### src/rtl/pkt_link_qfifo.sv
// Per-link packet buffer: one FIFO per qos class, strict-priority output
// arbitration with an age-based starvation guard and hold-while-stalled.
module pkt_link_qfifo #(
    parameter int unsigned QOS_W      = 1,
    parameter int unsigned ID_W       = 6,
    parameter int unsigned DATA_W     = 8,
    parameter int unsigned DEPTH      = 4,
    parameter int unsigned STARVE_MAX = 8,
    localparam int unsigned NUM_CLS   = 2 ** QOS_W,
    localparam int unsigned CW        = $clog2(DEPTH + 1)
) (
    input  logic                    clk,
    input  logic                    rst_n,
    input  logic                    in_vld,
    output logic                    in_rdy,
    input  logic [QOS_W-1:0]        in_qos,
    input  logic [1:0]              in_type,
    input  logic [ID_W-1:0]         in_src,
    input  logic [ID_W-1:0]         in_tgt,
    input  logic [DATA_W-1:0]       in_data,
    output logic                    out_vld,
    input  logic                    out_rdy,
    output logic [QOS_W-1:0]        out_qos,
    output logic [1:0]              out_type,
    output logic [ID_W-1:0]         out_src,
    output logic [ID_W-1:0]         out_tgt,
    output logic [DATA_W-1:0]       out_data,
    output logic [NUM_CLS*CW-1:0]   occ,
    output logic                    starve_evt
);

    localparam int unsigned PW    = (DEPTH > 1) ? $clog2(DEPTH) : 1;
    localparam int unsigned PKT_W = QOS_W + 2 + 2 * ID_W + DATA_W;

    logic [PKT_W-1:0] r_mem    [NUM_CLS][DEPTH];
    logic [PW-1:0]    r_wr_ptr [NUM_CLS];
    logic [PW-1:0]    r_rd_ptr [NUM_CLS];
    logic [CW-1:0]    r_occ    [NUM_CLS];
    logic [7:0]       r_age    [NUM_CLS];
    logic             r_hold;
    logic             r_sel_st;
    logic [QOS_W-1:0] r_sel_q;
    logic             r_starve_evt;

    logic [NUM_CLS-1:0] w_ne;
    logic [NUM_CLS-1:0] w_st;
    logic [NUM_CLS-1:0] w_push_c;
    logic [NUM_CLS-1:0] w_pop_c;
    logic               w_any;
    logic               w_any_st;
    logic [QOS_W-1:0]   w_hi;
    logic [QOS_W-1:0]   w_hi_st;
    logic [QOS_W-1:0]   w_sel;
    logic               w_sel_st;
    logic               w_push;
    logic               w_pop;
    logic [PKT_W-1:0]   w_head;

    function automatic logic [PW-1:0] nxt_ptr(input logic [PW-1:0] p);
        return (p == PW'(DEPTH - 1)) ? '0 : p + PW'(1);
    endfunction

    // Candidate scan: highest nonempty class and highest starving class
    always_comb begin
        w_ne     = '0;
        w_st     = '0;
        w_any    = 1'b0;
        w_any_st = 1'b0;
        w_hi     = '0;
        w_hi_st  = '0;
        for (int c = 0; c < int'(NUM_CLS); c++) begin
            w_ne[c] = (r_occ[c] != '0);
            w_st[c] = w_ne[c] && (r_age[c] >= 8'(STARVE_MAX));
            if (w_ne[c]) begin
                w_any = 1'b1;
                w_hi  = QOS_W'(c);
            end
            if (w_st[c]) begin
                w_any_st = 1'b1;
                w_hi_st  = QOS_W'(c);
            end
        end
    end

    assign w_sel    = r_hold ? r_sel_q : (w_any_st ? w_hi_st : w_hi);
    assign w_sel_st = r_hold ? r_sel_st : w_any_st;
    assign out_vld  = w_any;
    assign in_rdy   = (r_occ[in_qos] != CW'(DEPTH));
    assign w_push   = in_vld & in_rdy;
    assign w_pop    = w_any & out_rdy;

    always_comb begin
        w_push_c = '0;
        w_pop_c  = '0;
        for (int c = 0; c < int'(NUM_CLS); c++) begin
            w_push_c[c] = w_push && (in_qos == QOS_W'(c));
            w_pop_c[c]  = w_pop && (w_sel == QOS_W'(c));
        end
    end

    assign w_head = r_mem[w_sel][r_rd_ptr[w_sel]];
    assign {out_qos, out_type, out_src, out_tgt, out_data} = out_vld ? w_head : '0;

    // Payload storage carries no reset; visibility is governed by occupancy
    always_ff @(posedge clk) begin
        if (w_push) begin
            r_mem[in_qos][r_wr_ptr[in_qos]] <= {in_qos, in_type, in_src, in_tgt, in_data};
        end
    end

    always_ff @(posedge clk or negedge rst_n) begin
        if (!rst_n) begin
            for (int c = 0; c < int'(NUM_CLS); c++) begin
                r_wr_ptr[c] <= '0;
                r_rd_ptr[c] <= '0;
                r_occ[c]    <= '0;
                r_age[c]    <= '0;
            end
            r_hold       <= 1'b0;
            r_sel_st     <= 1'b0;
            r_sel_q      <= '0;
            r_starve_evt <= 1'b0;
        end else begin
            for (int c = 0; c < int'(NUM_CLS); c++) begin
                if (w_push_c[c]) r_wr_ptr[c] <= nxt_ptr(r_wr_ptr[c]);
                if (w_pop_c[c])  r_rd_ptr[c] <= nxt_ptr(r_rd_ptr[c]);
                r_occ[c] <= r_occ[c] + CW'(w_push_c[c]) - CW'(w_pop_c[c]);
                // Age counts transfers won by a higher class while this one waits
                if (c == int'(NUM_CLS) - 1) begin
                    r_age[c] <= '0;
                end else if (w_pop) begin
                    if (w_pop_c[c] || !w_ne[c]) begin
                        r_age[c] <= '0;
                    end else if ((int'(w_sel) > c) && (r_age[c] != 8'hFF)) begin
                        r_age[c] <= r_age[c] + 8'd1;
                    end
                end
            end
            if (w_any && !out_rdy) begin
                r_hold   <= 1'b1;
                r_sel_q  <= w_sel;
                r_sel_st <= w_sel_st;
            end else begin
                r_hold   <= 1'b0;
            end
            r_starve_evt <= w_pop && w_sel_st;
        end
    end

    for (genvar g = 0; g < int'(NUM_CLS); g++) begin : g_occ
        assign occ[g*CW +: CW] = r_occ[g];
    end

    assign starve_evt = r_starve_evt;

endmodule
### config.mk
export PLATFORM = sky130hd
export DESIGN_NAME = pkt_link_qfifo
export DESIGN_NICKNAME = d
export VERILOG_FILES = /design/src/rtl/pkt_link_qfifo.sv
export SDC_FILE = /design/constraint.sdc
export NUM_CORES = 1
export LEC_CHECK = 0
export ABC_AREA = 1
export ABC_CLOCK_PERIOD_IN_PS = 3600
export CORE_ASPECT_RATIO = 1.4
export CORE_MARGIN = 1
export CORE_UTILIZATION = 40
export DETAILED_ROUTE_END_ITERATION = 12
export HOLD_SLACK_MARGIN = 0.05
export SETUP_SLACK_MARGIN = 0.4
export SLEW_MARGIN = 0
export SYNTH_ARGS = -nofsm -noshare
export SYNTH_HDL_FRONTEND = slang
export SYNTH_SLANG_ARGS = --single-unit
### constraint.sdc
create_clock -name clk -period 3.6 [get_ports clk]
set_input_delay 0.9 -clock clk [delete_from_list [all_inputs] [get_ports clk]]
set_output_delay 0.9 -clock clk [all_outputs]
set_load 0.02 [all_outputs]
==> results.toml <==
[outcome]
run_status = "finished with violations"
failed_checks = "DRC"

[timing]
hold_viol = 0
tightest_slew_ns = 0.407
max_freq_mhz = 307
rsz0062_at_grt = "true"
relSlewSlack_pct = 72.9
whs_ns = 0.523
finalCritPeriodShare_pct = 90.5
setup_viol = 0
skew_ns = 0.0172
drv_slew = 0
tns_ns = 0
finalCriticalPeriod_ns = 3.26

[pwr]
seq_power_share_pct = 29.4
p_per_area_nw_per_um2 = 853
switchingPower_uw = 4160
switching_share_pct = 39.2
p_leak_uw = 0.00545
intPower_uw = 6460
vdd_drop_max_mv = 0.577
comb_power_share_pct = 51.2
pwr-share-clk_pct = 19.3

[floorplan]
die_height_um = 186
dieArea_um2 = 24900
coreArea_um2 = 23900
start_util_pct = 40.6
fp.dieW_um = 134
ios = 59
rows = 67

[grt]
grt_overflow_total = 0
antenna_found_initial = 0
grt_pass1_vias = 6780
grt_pass1_wl_mm = 36.9
grt_util_all_layers_pct = 19.5
grt_max_degree = 55

[final_layout]
fin_nets = 1127
fillers = 2081
final_cell_mix = "nand2_1 (323), edfxtp_1 (184), inv_1 (117)"
diodes = 0
syn_to_final_growth_pct = 28.3
final_common_cell = "nand2_1"
drive_gt1_share_pct = 18.2
fin_area_um2 = 12400

[critical_path]
start_kind = "flip-flop"
r2r_end = "occ[1]$_DFF_PN0_"
reg2reg_from = "occ[5]$_DFF_PN0_"
startpoint = "occ[5]$_DFF_PN0_"
crit_required_ns = 2.70
reg2regPathDepth = 15
cp-end-kind = "output pin"
rrSetupSlack_ns = 1.07
critPathKind = "reg -> out"
arrival_ns = 2.36
path_max_fanout = 24
crit_end = "out_data[3]"

[logic_synthesis]
synth_top_cell_area_share_pct = 57.0
synthAdderAreaFrac_pct = 1.70
synthMuxAreaShare_pct = 0.219
yosys.area_share.xor_xnor_pct = 0.452
synth_top_area_cell = "edfxtp_1"
syn_nets = 1025
syn_avg_cell_area_um2 = 9.83
netlist_instances = 986
synth_area_um2 = 9700
synth-simple-area-share_pct = 24.0
ys_seq_area_share_pct = 63.7
synth_cell_type_count = 33
synth_top_family_by_area = "simple AND/OR/NAND/NOR gates"
synth-compound-area-share_pct = 2.44
synth_seq_cells = 210
synthTopCellsByArea = "edfxtp_1 (57%), nand2_1 (14%), dfrtp_1 (6.7%), inv_1 (4.6%), nand3b_1 (3.5%)"
yosys_warnings = 0

[detailed_routing]
routed_wl_mm = 24.3
routedWlPerCell_um = 17.2
drc = 2
viasPerCell = 4.93
drtPass1Iterations = 10
dr_total_vias = 6968
ant_nets = 0
drt_iter0_drc = 468

[clocking]
htree_levels = 1
cts-buffers-inserted = 21
cts_max_path_buffers = 3
hold_buffers = 0
clkTransAtPathRegs_ns = 0.06
clkSinkCount = 210
clk_latency_ns = 0.50
cts_tree = "built"
clockRootBuffer = "clkbuf_16"

[flow_run]
drv_cap = 0

[placed_design]
place_area_um2 = 10800
globalplace.congestion = 0.811
hpwl_mm = 12.1
io_buffer_count = 58

[hold_path]
min_path_type = "reg -> reg"
==> stage by stage <==
stage / std cells / setup WS, ns / utilization (%) / total power, µW
2_1_floorplan: 986 / -0.271 / - / 5790
3_3_place_gp: 1334 / 0.228 / 45.2 / 7330
3_5_place_dp: 1334 / 0.217 / 45.2 / 7360
4_1_cts: 1399 / 0.319 / 50.5 / 10100
5_1_grt: 1413 / 0.212 / 52.1 / 11200
6_report: 1413 / 0.341 / 52.1 / 10600
==> final cells by class <==
| type | instances | area [µm²] | share of cell area, % |
|---|---|---|---|
| well taps | 310 | 388 | 3.12 |
| clock inverters | 10 | 78.8 | 0.634 |
| inverters | 121 | 457 | 3.67 |
| repair buffers | 125 | 1640 | 13.2 |
| clock buffers | 28 | 552 | 4.44 |
| multi-input cells | 609 | 3150 | 25.3 |
| flip-flops and latches | 210 | 6180 | 49.6 |
==> Yosys cell counts (all sizes together) <==
library cell	number
a21oi	27
a31oi	1
buf	45
clkbuf	1
dfrtp	26
edfxtp	184
fa	2
ha	10
inv	121
mux2	1
mux2i	1
nand2	361
nand3	46
nand3b	45
nand4	1
nor2	74
nor3	16
o21a	1
o21ai	13
o31ai	2
or2	3
xnor2	3
xor2	2
==> logic make-up after synthesis <==
group	after synthesis
flip-flops	210
XOR/XNOR	5
AND/OR/NAND/NOR	546
multiplexers	2
AO/OA/AOI/OAI	44
buffers and inverters	167
adder cells (fa/ha/maj)	12
==> timing repair <==
action	CTS	global route
setup endpoints to repair	25	23
endpoints found under the hold margin	0	0
gates cloned	10	4
buffers inserted	17	10
gates resized for setup	177	63
pin swaps	14	38
==> critical path: stages (launching register included) <==
cell     delay, ns
dfrtp_1       0.39
nor2_2        0.11
nand2_2       0.08
nand2_4       0.09
nand2_8       0.09
nand2_8       0.17
nand2_1       0.12
o21ai_4       0.12
buf_12        0.22
nand2_1       0.07
nor2_1        0.19
nor2_4        0.06
buf_6         0.13
==> state kept, by name, indices dropped and copies added, names as in the netlist <==
register	flops
starve_evt	1
r_hold	1
r_mem	184
r_age	8
r_sel_st	1
occ	6
r_sel_q	1
r_wr_ptr	4
r_rd_ptr	4
==> power by group through the flow <==
| stage | Sequential, µW | Combinational (µW) | Clock, µW |
|---|---|---|---|
| floorplan | 3210 | 2570 | 0 |
| global placement | 3170 | 4160 | 0 |
| detailed placement | 3180 | 4180 | 0 |
| CTS | 3120 | 4920 | 2090 |
| global route | 3150 | 5930 | 2170 |
| finish | 3120 | 5440 | 2050 |
==> metal layers <==
layer | part of all wire (%) | track usage (%)
met1 | 39 | 22.5
met2 | 53 | 37.3
met3 | 5.2 | 2.66
met4 | 2.4 | 6.09
met5 | 0 | 0
==> worst min-delay path by stage <==
stage / startpoint / cells past startpoint / end / slack (ns)
final: r_wr_ptr[0]$_DFFE_PN0P_ / 2 / r_wr_ptr[0]$_DFFE_PN0P_ / 0.52
after floorplan: r_wr_ptr[3]$_DFFE_PN0P_ / 2 / r_wr_ptr[3]$_DFFE_PN0P_ / 0.47
after detailed placement: r_wr_ptr[0]$_DFFE_PN0P_ / 2 / r_wr_ptr[0]$_DFFE_PN0P_ / 0.51
after global routing: r_age[14]$_DFFE_PN0P_ / 1 / r_age[14]$_DFFE_PN0P_ / 0.55
after CTS: r_wr_ptr[0]$_DFFE_PN0P_ / 2 / r_wr_ptr[0]$_DFFE_PN0P_ / 0.52
after global placement: r_wr_ptr[3]$_DFFE_PN0P_ / 2 / r_wr_ptr[3]$_DFFE_PN0P_ / 0.50
(Power assumes the default switching activity.)
